### src/rtl/opr1_sequencer.sv
// Operate-group-1 sequencer: owns AC and L and executes one 12-bit operate word as a
// fixed chain of single-cycle steps (CLR -> CMP -> INC -> ROT). Each step drives the
// external 12-bit ALU and captures its result, or updates L locally.
// Inactive steps are skipped, so they cost zero cycles.
// Optional feature: define OPR1_BSW_EN to make instr[1] without RAR/RAL perform a
// byte swap of AC in the ROT step. Without it, that bit combination is a no-op.
module opr1_sequencer #(
  parameter int unsigned W       = 12,
  parameter logic [2:0]  OP_ADD  = 3'd0,
  parameter logic [2:0]  OP_AND  = 3'd1,
  parameter logic [2:0]  OP_CMA  = 3'd2,
  parameter logic [2:0]  OP_RAR1 = 3'd4,
  parameter logic [2:0]  OP_RAL1 = 3'd5,
  parameter logic [2:0]  OP_RAR2 = 3'd6,
  parameter logic [2:0]  OP_RAL2 = 3'd7
) (
  input  logic         clk,
  input  logic         rst,
  input  logic         start,
  input  logic [W-1:0] instr,
  input  logic         ac_wr_en,
  input  logic [W-1:0] ac_wr_data,
  input  logic         l_wr_en,
  input  logic         l_wr_data,
  input  logic [W-1:0] alu_out,
  input  logic         alu_carry,
  output logic [2:0]   alu_op,
  output logic [W-1:0] alu_a,
  output logic [W-1:0] alu_b,
  output logic         alu_cin,
  output logic [W-1:0] ac,
  output logic         link,
  output logic         busy,
  output logic         done,
  output logic         illegal
);

`ifdef OPR1_BSW_EN
  localparam bit BswEn = 1'b1;
`else
  localparam bit BswEn = 1'b0;
`endif

  typedef enum logic [2:0] {
    StIdle,
    StClr,
    StCmp,
    StInc,
    StRot,
    StDone
  } state_e;

  state_e       state;
  state_e       nxt;
  logic [W-1:0] ir;
  logic [W-1:0] seq_word;
  logic         word_legal;

  // Operate group 1 only; RAR together with RAL has no defined meaning.
  function automatic logic is_legal(input logic [W-1:0] w);
    return (w[11:9] == 3'b111) && !w[8] && !(w[3] && w[2]);
  endfunction

  // First active step strictly after 'cur' for word 'w'; DONE when none remain.
  function automatic state_e step_after(input state_e cur, input logic [W-1:0] w);
    logic   clr_act, cmp_act, inc_act, rot_act;
    logic   may_clr, may_cmp, may_inc, may_rot;
    state_e res;
    clr_act = w[7] | w[6];
    cmp_act = w[5] | w[4];
    inc_act = w[0];
    rot_act = w[3] | w[2] | (BswEn & w[1]);
    may_clr = (cur == StIdle);
    may_cmp = may_clr || (cur == StClr);
    may_inc = may_cmp || (cur == StCmp);
    may_rot = may_inc || (cur == StInc);
    if (may_clr && clr_act) begin
      res = StClr;
    end else if (may_cmp && cmp_act) begin
      res = StCmp;
    end else if (may_inc && inc_act) begin
      res = StInc;
    end else if (may_rot && rot_act) begin
      res = StRot;
    end else begin
      res = StDone;
    end
    return res;
  endfunction

  // ALU operation presented while the sequencer sits in step 's'.
  function automatic logic [2:0] op_for(input state_e s, input logic [W-1:0] w);
    logic [2:0] op;
    op = OP_ADD;
    case (s)
      StClr: op = OP_AND;
      StCmp: op = OP_CMA;
      StInc: op = OP_ADD;
      StRot: begin
        if (w[3]) begin
          op = w[1] ? OP_RAR2 : OP_RAR1;
        end else if (w[2]) begin
          op = w[1] ? OP_RAL2 : OP_RAL1;
        end else begin
          op = OP_ADD;  // byte swap is done locally
        end
      end
      default: op = OP_ADD;
    endcase
    return op;
  endfunction

  // Next step: in IDLE decode the incoming word, otherwise the latched one.
  always_comb begin
    seq_word   = (state == StIdle) ? instr : ir;
    word_legal = is_legal(instr);
    nxt        = step_after(state, seq_word);
  end

  // ALU operand wiring; B is only non-zero for the increment.
  always_comb begin
    alu_a   = ac;
    alu_cin = link;
    alu_b   = '0;
    if (state == StInc) begin
      alu_b = W'(1);
    end
  end

  // Sequencer FSM with registered AC/L, status pulses and ALU op.
  always_ff @(posedge clk) begin
    if (rst) begin
      state   <= StIdle;
      ir      <= '0;
      ac      <= '0;
      link    <= 1'b0;
      busy    <= 1'b0;
      done    <= 1'b0;
      illegal <= 1'b0;
      alu_op  <= OP_ADD;
    end else begin
      case (state)
        StIdle: begin
          if (start) begin
            ir   <= instr;
            busy <= 1'b1;
            if (!word_legal) begin
              state   <= StDone;
              done    <= 1'b1;
              illegal <= 1'b1;
              alu_op  <= OP_ADD;
            end else begin
              state  <= nxt;
              alu_op <= op_for(nxt, instr);
              done   <= (nxt == StDone);
            end
          end else begin
            // External writes only land while idle and not starting.
            if (ac_wr_en) begin
              ac <= ac_wr_data;
            end
            if (l_wr_en) begin
              link <= l_wr_data;
            end
          end
        end
        StClr: begin
          if (ir[7]) begin
            ac <= alu_out;
          end
          if (ir[6]) begin
            link <= 1'b0;
          end
          state  <= nxt;
          alu_op <= op_for(nxt, ir);
          done   <= (nxt == StDone);
        end
        StCmp: begin
          if (ir[5]) begin
            ac <= alu_out;
          end
          if (ir[4]) begin
            link <= ~link;
          end
          state  <= nxt;
          alu_op <= op_for(nxt, ir);
          done   <= (nxt == StDone);
        end
        StInc: begin
          ac     <= alu_out;
          link   <= link ^ alu_carry;
          state  <= nxt;
          alu_op <= op_for(nxt, ir);
          done   <= (nxt == StDone);
        end
        StRot: begin
          if (ir[3] || ir[2]) begin
            {link, ac} <= {alu_carry, alu_out};
          end else if (BswEn) begin
            ac <= {ac[5:0], ac[11:6]};
          end
          // ROT is always the last step.
          state  <= StDone;
          alu_op <= OP_ADD;
          done   <= 1'b1;
        end
        StDone: begin
          state   <= StIdle;
          busy    <= 1'b0;
          done    <= 1'b0;
          illegal <= 1'b0;
          alu_op  <= OP_ADD;
        end
        default: begin
          state   <= StIdle;
          busy    <= 1'b0;
          done    <= 1'b0;
          illegal <= 1'b0;
          alu_op  <= OP_ADD;
        end
      endcase
    end
  end

endmodule

### config.mk
export PLATFORM = sky130hd
export DESIGN_NAME = opr1_sequencer
export DESIGN_NICKNAME = d
export VERILOG_FILES = /design/src/rtl/opr1_sequencer.sv
export SDC_FILE = /design/constraint.sdc
export NUM_CORES = 1
export LEC_CHECK = 0
export CAP_MARGIN = 10
export CORE_ASPECT_RATIO = 1.1
export CORE_MARGIN = 2
export CORE_UTILIZATION = 44
export CTS_CLUSTER_DIAMETER = 120
export DETAILED_ROUTE_END_ITERATION = 8
export PLACE_DENSITY_LB_ADDON = 0.25
export SLEW_MARGIN = 0
export SYNTH_ARGS = -nofsm -noshare
export SYNTH_HDL_FRONTEND = slang
export SYNTH_SLANG_ARGS = --single-unit
### constraint.sdc
create_clock -name clk -period 3.5 [get_ports clk]
set_input_delay 0.525 -clock clk [delete_from_list [all_inputs] [get_ports clk]]
set_output_delay 0.525 -clock clk [all_outputs]
set_load 0.03 [all_outputs]
==> key figures, run 1 <==
Yosys
  • Ys async rst share: 0%
  • Count leader, synth: dfxtp_1
  • Post-synth top cells: dfxtp_1, buf_4, nor2_1
  • Netlist Area Pre-Place: 1820 um^2
  • Post-synth top area share: 33.0%
  • Cell accounting for the most synthesized area: dfxtp_1
  • Register area share after synthesis: 33.0%
  • Avg Synthesized Cell Area: 8.63 um^2
  • EDFF count, synth: 0
  • Yosys warnings: 0
  • Gate Count Post-Synth: 211
  • Synthesis-stage register bit count: 30
  • Largest cells by area after synthesis: dfxtp_1, buf_4, mux2i_1, a211oi_2, nor2_1
  • Ys flop type: dfxtp_1
  • Netlist cell types: 48

Route
  • Uppermost layer routed: met4
  • Drt pass-1 iters: 4
  • Met2 wire len: 1.91 mm
  • Post-Route WL: 4.16 mm
  • Met3 WL: 358 um
  • M1 WL: 1.80 mm
  • Post-DRT Antenna Nets: 0
  • DRC viols: 0
  • DR WL/cell: approximately 13 um
  • Total number of vias: 1679
  • Via-to-Cell Ratio: 5.26
  • Initial DRC Count: 44

Floorplan
  • Row Count: 24
  • Starting Density: 45.9%
  • Die area: 4670 um^2
  • Ports: 87
  • Die W: 65.3 um
  • Core area: 3960 um^2
  • Die height: roughly 70 um

Clocking
  • Post-CTS Setup Bufs: 0
  • Buffers from clock root to sink, at most: 2
  • Clk_lat worst skew: 280 ps
  • Post-CTS Hold Fix Bufs: 0
  • Cts bufs inserted: 5
  • Clock slew at reported path FFs: 70 ps
  • # H-tree levels: 2
  • Post-CTS Resized: 0
  • CTS tree: done
  • Clk root buf: clkbuf_8
  • CTS sink cnt: 30

Outcome
  • Status: finished, final reports clean

Cells and area
  • Nets: 310
  • Final Core Density: 63.3%
  • Fill count: 378
  • Layout cell share with drive strength beyond 1: 8.61%
  • Number of diodes: 0
  • Synth-to-Final Area Change: 37.7%

Power
  • Static Leak: between 0.9 and 1 nW
  • Logic pwr share: 63.4%
  • Tot Pwr: 2.40 mW
  • Pwr dens: about 960 nW/um^2
  • Peak supply drop: 0.000425 V
  • NetSw: 1.14 mW
  • Clock power share: 10.8%
  • P_int: 1.26 mW
  • Sequential power share: 25.8%
  • Switch share: approximately 47%

STA
  • Setup TNS: 0 ps
  • Final Max Slew Viols: 0
  • Max Clock Freq: 0.385 GHz
  • RSZ-0062 raised after global routing: no
  • Final Hold Fails: 0
  • Clock Skew: 8.88 ps
  • Worst slew pin tran: between 800 and 900 ps
  • Min Hold Slack: 463 ps
  • Period utilization: 74.2%
  • Crit path time final: 2600 ps
  • Relative slew slack: 39.7%
  • Final WS setup: a little over 900 ps
  • Setup violators final: 0

Critical path
  • CP Capture Type: output port
  • WS Path Type: reg2out
  • Data arrival, critical path: between 2000 and 2500 ps
  • Worst path required time: just under 3000 ps
  • CP max FO: 19
  • Critical-path cell list: inv_1 > and3_1 > clkdlybuf4s50_1
  • CP max stage delay: 750 ps
  • Worst setup SP type: register
  • Crit-path slowest cell: dfxtp_1

Placement
  • Port-buffer cells: 75
  • GP Congestion: ~0.80
  • Pre-CTS WS: 815 ps
  • Hpwl dp: 3.10 mm

Global routing
  • First-pass GRT wire length: 7.02 mm
  • All-Layer GR Usage: between 10% and 20%
  • Largest net degree at the start of global routing: 25
  • Number of global-route vias before repair: around 1600
  • Initial antenna violation count: 0
  • Total global routing overflow: 0

Flow run
  • MaxCap Viol Count: 0

Min path
  • Worst hold path class: reg2reg
==> path summary, 6_finish.rpt <==
| path | start | endpoint | slack (ps) | cells after the start |
|---|---|---|---|---|
| setup reg to reg | state[0]$_SDFFE_PP0P_ | ac[6]$_SDFFE_PP0P_ | 1320 | 4 |
| hold reg to reg | ir[6]$_SDFFE_PP0P_ | ir[6]$_SDFFE_PP0P_ | 460 | 2 |
| setup / recovery | state[2]$_SDFFE_PP0P_ | alu_b[0] | 900 | 3 |
| hold / removal | ir[6]$_SDFFE_PP0P_ | ir[6]$_SDFFE_PP0P_ | 460 | 2 |
==> final cells by class <==
class                      instances  area [um^2]  area share (%)
tap                               52         65.1            2.59
multi-input combinational        151          990            39.5
clock buffer                       5         68.8            2.74
timing repair buffer              77          766            30.5
inverter                           2         7.51           0.299
sequential                        30          601            24.0
clock inverter                     2         10.0           0.399
==> per-layer routing <==
layer	track usage [%]	up-vias
li1	-	835
met1	23.1	762
met2	30.6	73
met3	5.65	9
met4	7.64	0
met5	0	-
==> stage by stage <==
step                cells  instance area (um^2)
finish                319                  2510
global placement      312                  2430
CTS                   319                  2510
floorplan             221                  1860
detailed placement    312                  2430
global route          319                  2510
==> layout by cell type (no fill, tap or decap), drive strengths merged, types with 2 or more instances in the layout <==
| master | Yosys | routed |
|---|---|---|
| clkdlybuf4s50 | 0 | 75 |
| or3 | 3 | 3 |
| nor2b | 2 | 2 |
| a21oi | 15 | 15 |
| inv | 2 | 2 |
| xnor2 | 2 | 2 |
| o21ai | 4 | 4 |
| a221o | 2 | 2 |
| and3 | 3 | 3 |
| nor3 | 4 | 4 |
| mux2i | 14 | 14 |
| buf | 33 | 2 |
| nor2 | 29 | 29 |
| clkbuf | 5 | 5 |
| nand2 | 19 | 19 |
| nand3 | 2 | 2 |
| conb | 1 | 11 |
| a211oi | 16 | 16 |
| clkinv | 0 | 2 |
| or3b | 2 | 2 |
| dfxtp | 30 | 30 |
==> power by group through the flow <==
| stage | Combinational [mW] | Sequential, mW | Clock [mW] |
|---|---|---|---|
| 3_5_place_dp | 1.53 | 0.624 | 0 |
| 4_1_cts | 1.53 | 0.617 | 0.264 |
| 6_report | 1.52 | 0.618 | 0.259 |
| 5_1_grt | 1.65 | 0.636 | 0.274 |
| 2_1_floorplan | 1.06 | 0.738 | 0 |
| 3_3_place_gp | 1.51 | 0.620 | 0 |
==> critical path: cells and delay by family (launching register included) <==
| kind | cells | cell delay, ps |
|---|---|---|
| buffers and inverters | 2 | 830 |
| flip-flops | 1 | 750 |
| AND/OR/NAND/NOR | 1 | 200 |
==> state kept, by name (all words and copies together), names as in the netlist <==
register and cells:
ac 12, alu_cin 1, alu_op 3, busy 1
done 1, illegal 1, ir 8, state 3
==> kinds of logic after synthesis <==
logic type	after synthesis	share of synthesized area, %
and+or+nand+nor	73	20.3
AOI/OAI and AO/OA	51	22.1
other	1	0.206
DFF	30	33.0
buffers and inverters	40	15.7
muxes	14	7.70
xor gates and xnor gates	2	0.962
(Power assumes the default switching activity.)
==> run 2, diff against run 1 <==
CORE_UTILIZATION = 41   (was 44)
clock period = 2.6 ns   (was 3.5 ns; I/O delays follow)
==> key figures, run 2 (synthesized netlist as in run 1, its figures left out) <==
Cells and area
  • Synth-to-Final Area Change: 39.8%
  • Top reg by flops: ac
  • Layout cell share with drive strength beyond 1: under 10%
  • Final Core Density: 59.4%
  • Fill count: 407
  • Max reg flops: 12
  • Number of diodes: 0
  • Leading registers by flop count: ac (12), ir (8)
  • Most frequent cells in the layout: clkdlybuf4s50_1, dfxtp_1, nor2_1, nand2_1, a21oi_1
  • Nets: 313
  • Most common cell after layout, fill and taps aside: clkdlybuf4s50_1

Critical path
  • RR Startpoint: state[0]$_SDFFE_PP0P_
  • CP max FO: 14
  • CP Capture Type: output port
  • Data arrival, critical path: 1880 ps
  • Worst setup SP type: register
  • Worst setup path start: state[1]$_SDFFE_PP0P_
  • WS Path Type: reg2out
  • Worst path required time: 2210 ps

Power
  • Static Leak: 0.953 nW
  • Peak supply drop: between 0.0004 and 0.0005 V
  • Pwr dens: 1290 nW/um^2
  • Tot Pwr: 3.29 mW

Min path
  • Hold Path Origin: ir[6]$_SDFFE_PP0P_
  • Worst hold path class: reg2reg

Route
  • Drt pass-1 iters: 4
  • DR WL/cell: 13.4 um
  • Post-Route WL: roughly 4.4 mm
  • Total number of vias: 1683
  • Post-DRT Antenna Nets: 0
  • Via-to-Cell Ratio: 5.18
  • DRC viols: 0
  • Initial DRC Count: between 100 and 150

Global routing
  • Initial antenna violation count: 0
  • First-pass GRT wire length: 7.02 mm
  • Number of global-route vias before repair: 1540
  • Largest net degree at the start of global routing: 30
  • All-Layer GR Usage: a little under a fifth
  • Total global routing overflow: 0

Clocking
  • CTS tree: done
  • Clock slew at reported path FFs: 60 ps
  • Post-CTS Setup Bufs: 0
  • Clk root buf: clkbuf_8
  • # H-tree levels: 2
  • Buffers from clock root to sink, at most: 2
  • Post-CTS Resized: 0
  • Post-CTS Hold Fix Bufs: 0
  • Clk_lat worst skew: 280 ps
  • CTS sink cnt: 30
  • Cts bufs inserted: 5

Placement
  • GP Congestion: 0.824
  • Hpwl dp: 3.35 mm
  • Port-buffer cells: 75

STA
  • Final Hold Fails: 0
  • RSZ-0062 raised after global routing: no
  • Relative slew slack: between 30% and 40%
  • Worst slew pin tran: between 1000 and 1500 ps
  • Setup TNS: 0 ps
  • Max Clock Freq: 0.440 GHz
  • Clock Skew: 4.33 ps
  • Final Max Slew Viols: 0
  • Setup violators final: 0
  • Crit path time final: 2270 ps
  • Period utilization: 87.4%

Floorplan
  • Core area: 4290 um^2
  • Ports: 87
  • Die area: 4990 um^2
  • Die height: 73.9 um
  • Die W: 67.5 um
  • Starting Density: 42.5%
  • Row Count: 25

Outcome
  • Status: finished, final reports clean

Flow run
  • MaxCap Viol Count: 0
-- run 2: final cells by class --
cell class,instances,area [um^2],area share (%)
clock buffers,7,86.3,3.39
inverters,2,7.51,0.295
repair buffers,80,788,31.0
multi-input cells,151,990,38.9
clock inverters,1,5.00,0.197
flip-flops and latches,30,601,23.6
well taps,54,67.6,2.65
-- run 2: through the flow --
step | hold slack [ps] | std cells | setup WS [ps] | cell area (um^2)
CTS | 461 | 325 | 331 | 2540
finish | 462 | 325 | 328 | 2540
global route | 486 | 325 | 236 | 2540
floorplan | 437 | 221 | 838 | 1860
global placement | 449 | 317 | 238 | 2450
detailed placement | 452 | 317 | 181 | 2450
-- run 2: power breakdown --
part	switching, mW	internal, mW
sequential	0.167	0.630
clock	0.166	0.213
combinational	1.20	0.912
total	1.53	1.76
-- run 2: layer usage --
metal / part of all wire [%] / global-route usage (%) / vias up
li1: - / - / 841
met2: 47 / 30.4 / 78
met3: 10 / 5.21 / 5
met5: 0 / 0 / -
met4: 0.71 / 5.90 / 0
met1: 42 / 22.6 / 759
-- run 2: worst max-delay path, cell delays in order (launching register included) --
cell,delay (ps)
dfxtp_1,700
and3_1,230
clkdlybuf4s50_1,670
-- run 2: final timing paths --
kind                        end  slack, ps  cells after the start
max                    alu_b[0]        330                      2
min          ir[6]$_SDFFE_PP0P_        460                      2
max reg2reg  ac[1]$_SDFFE_PP0P_        500                      4
min reg2reg  ir[6]$_SDFFE_PP0P_        460                      2
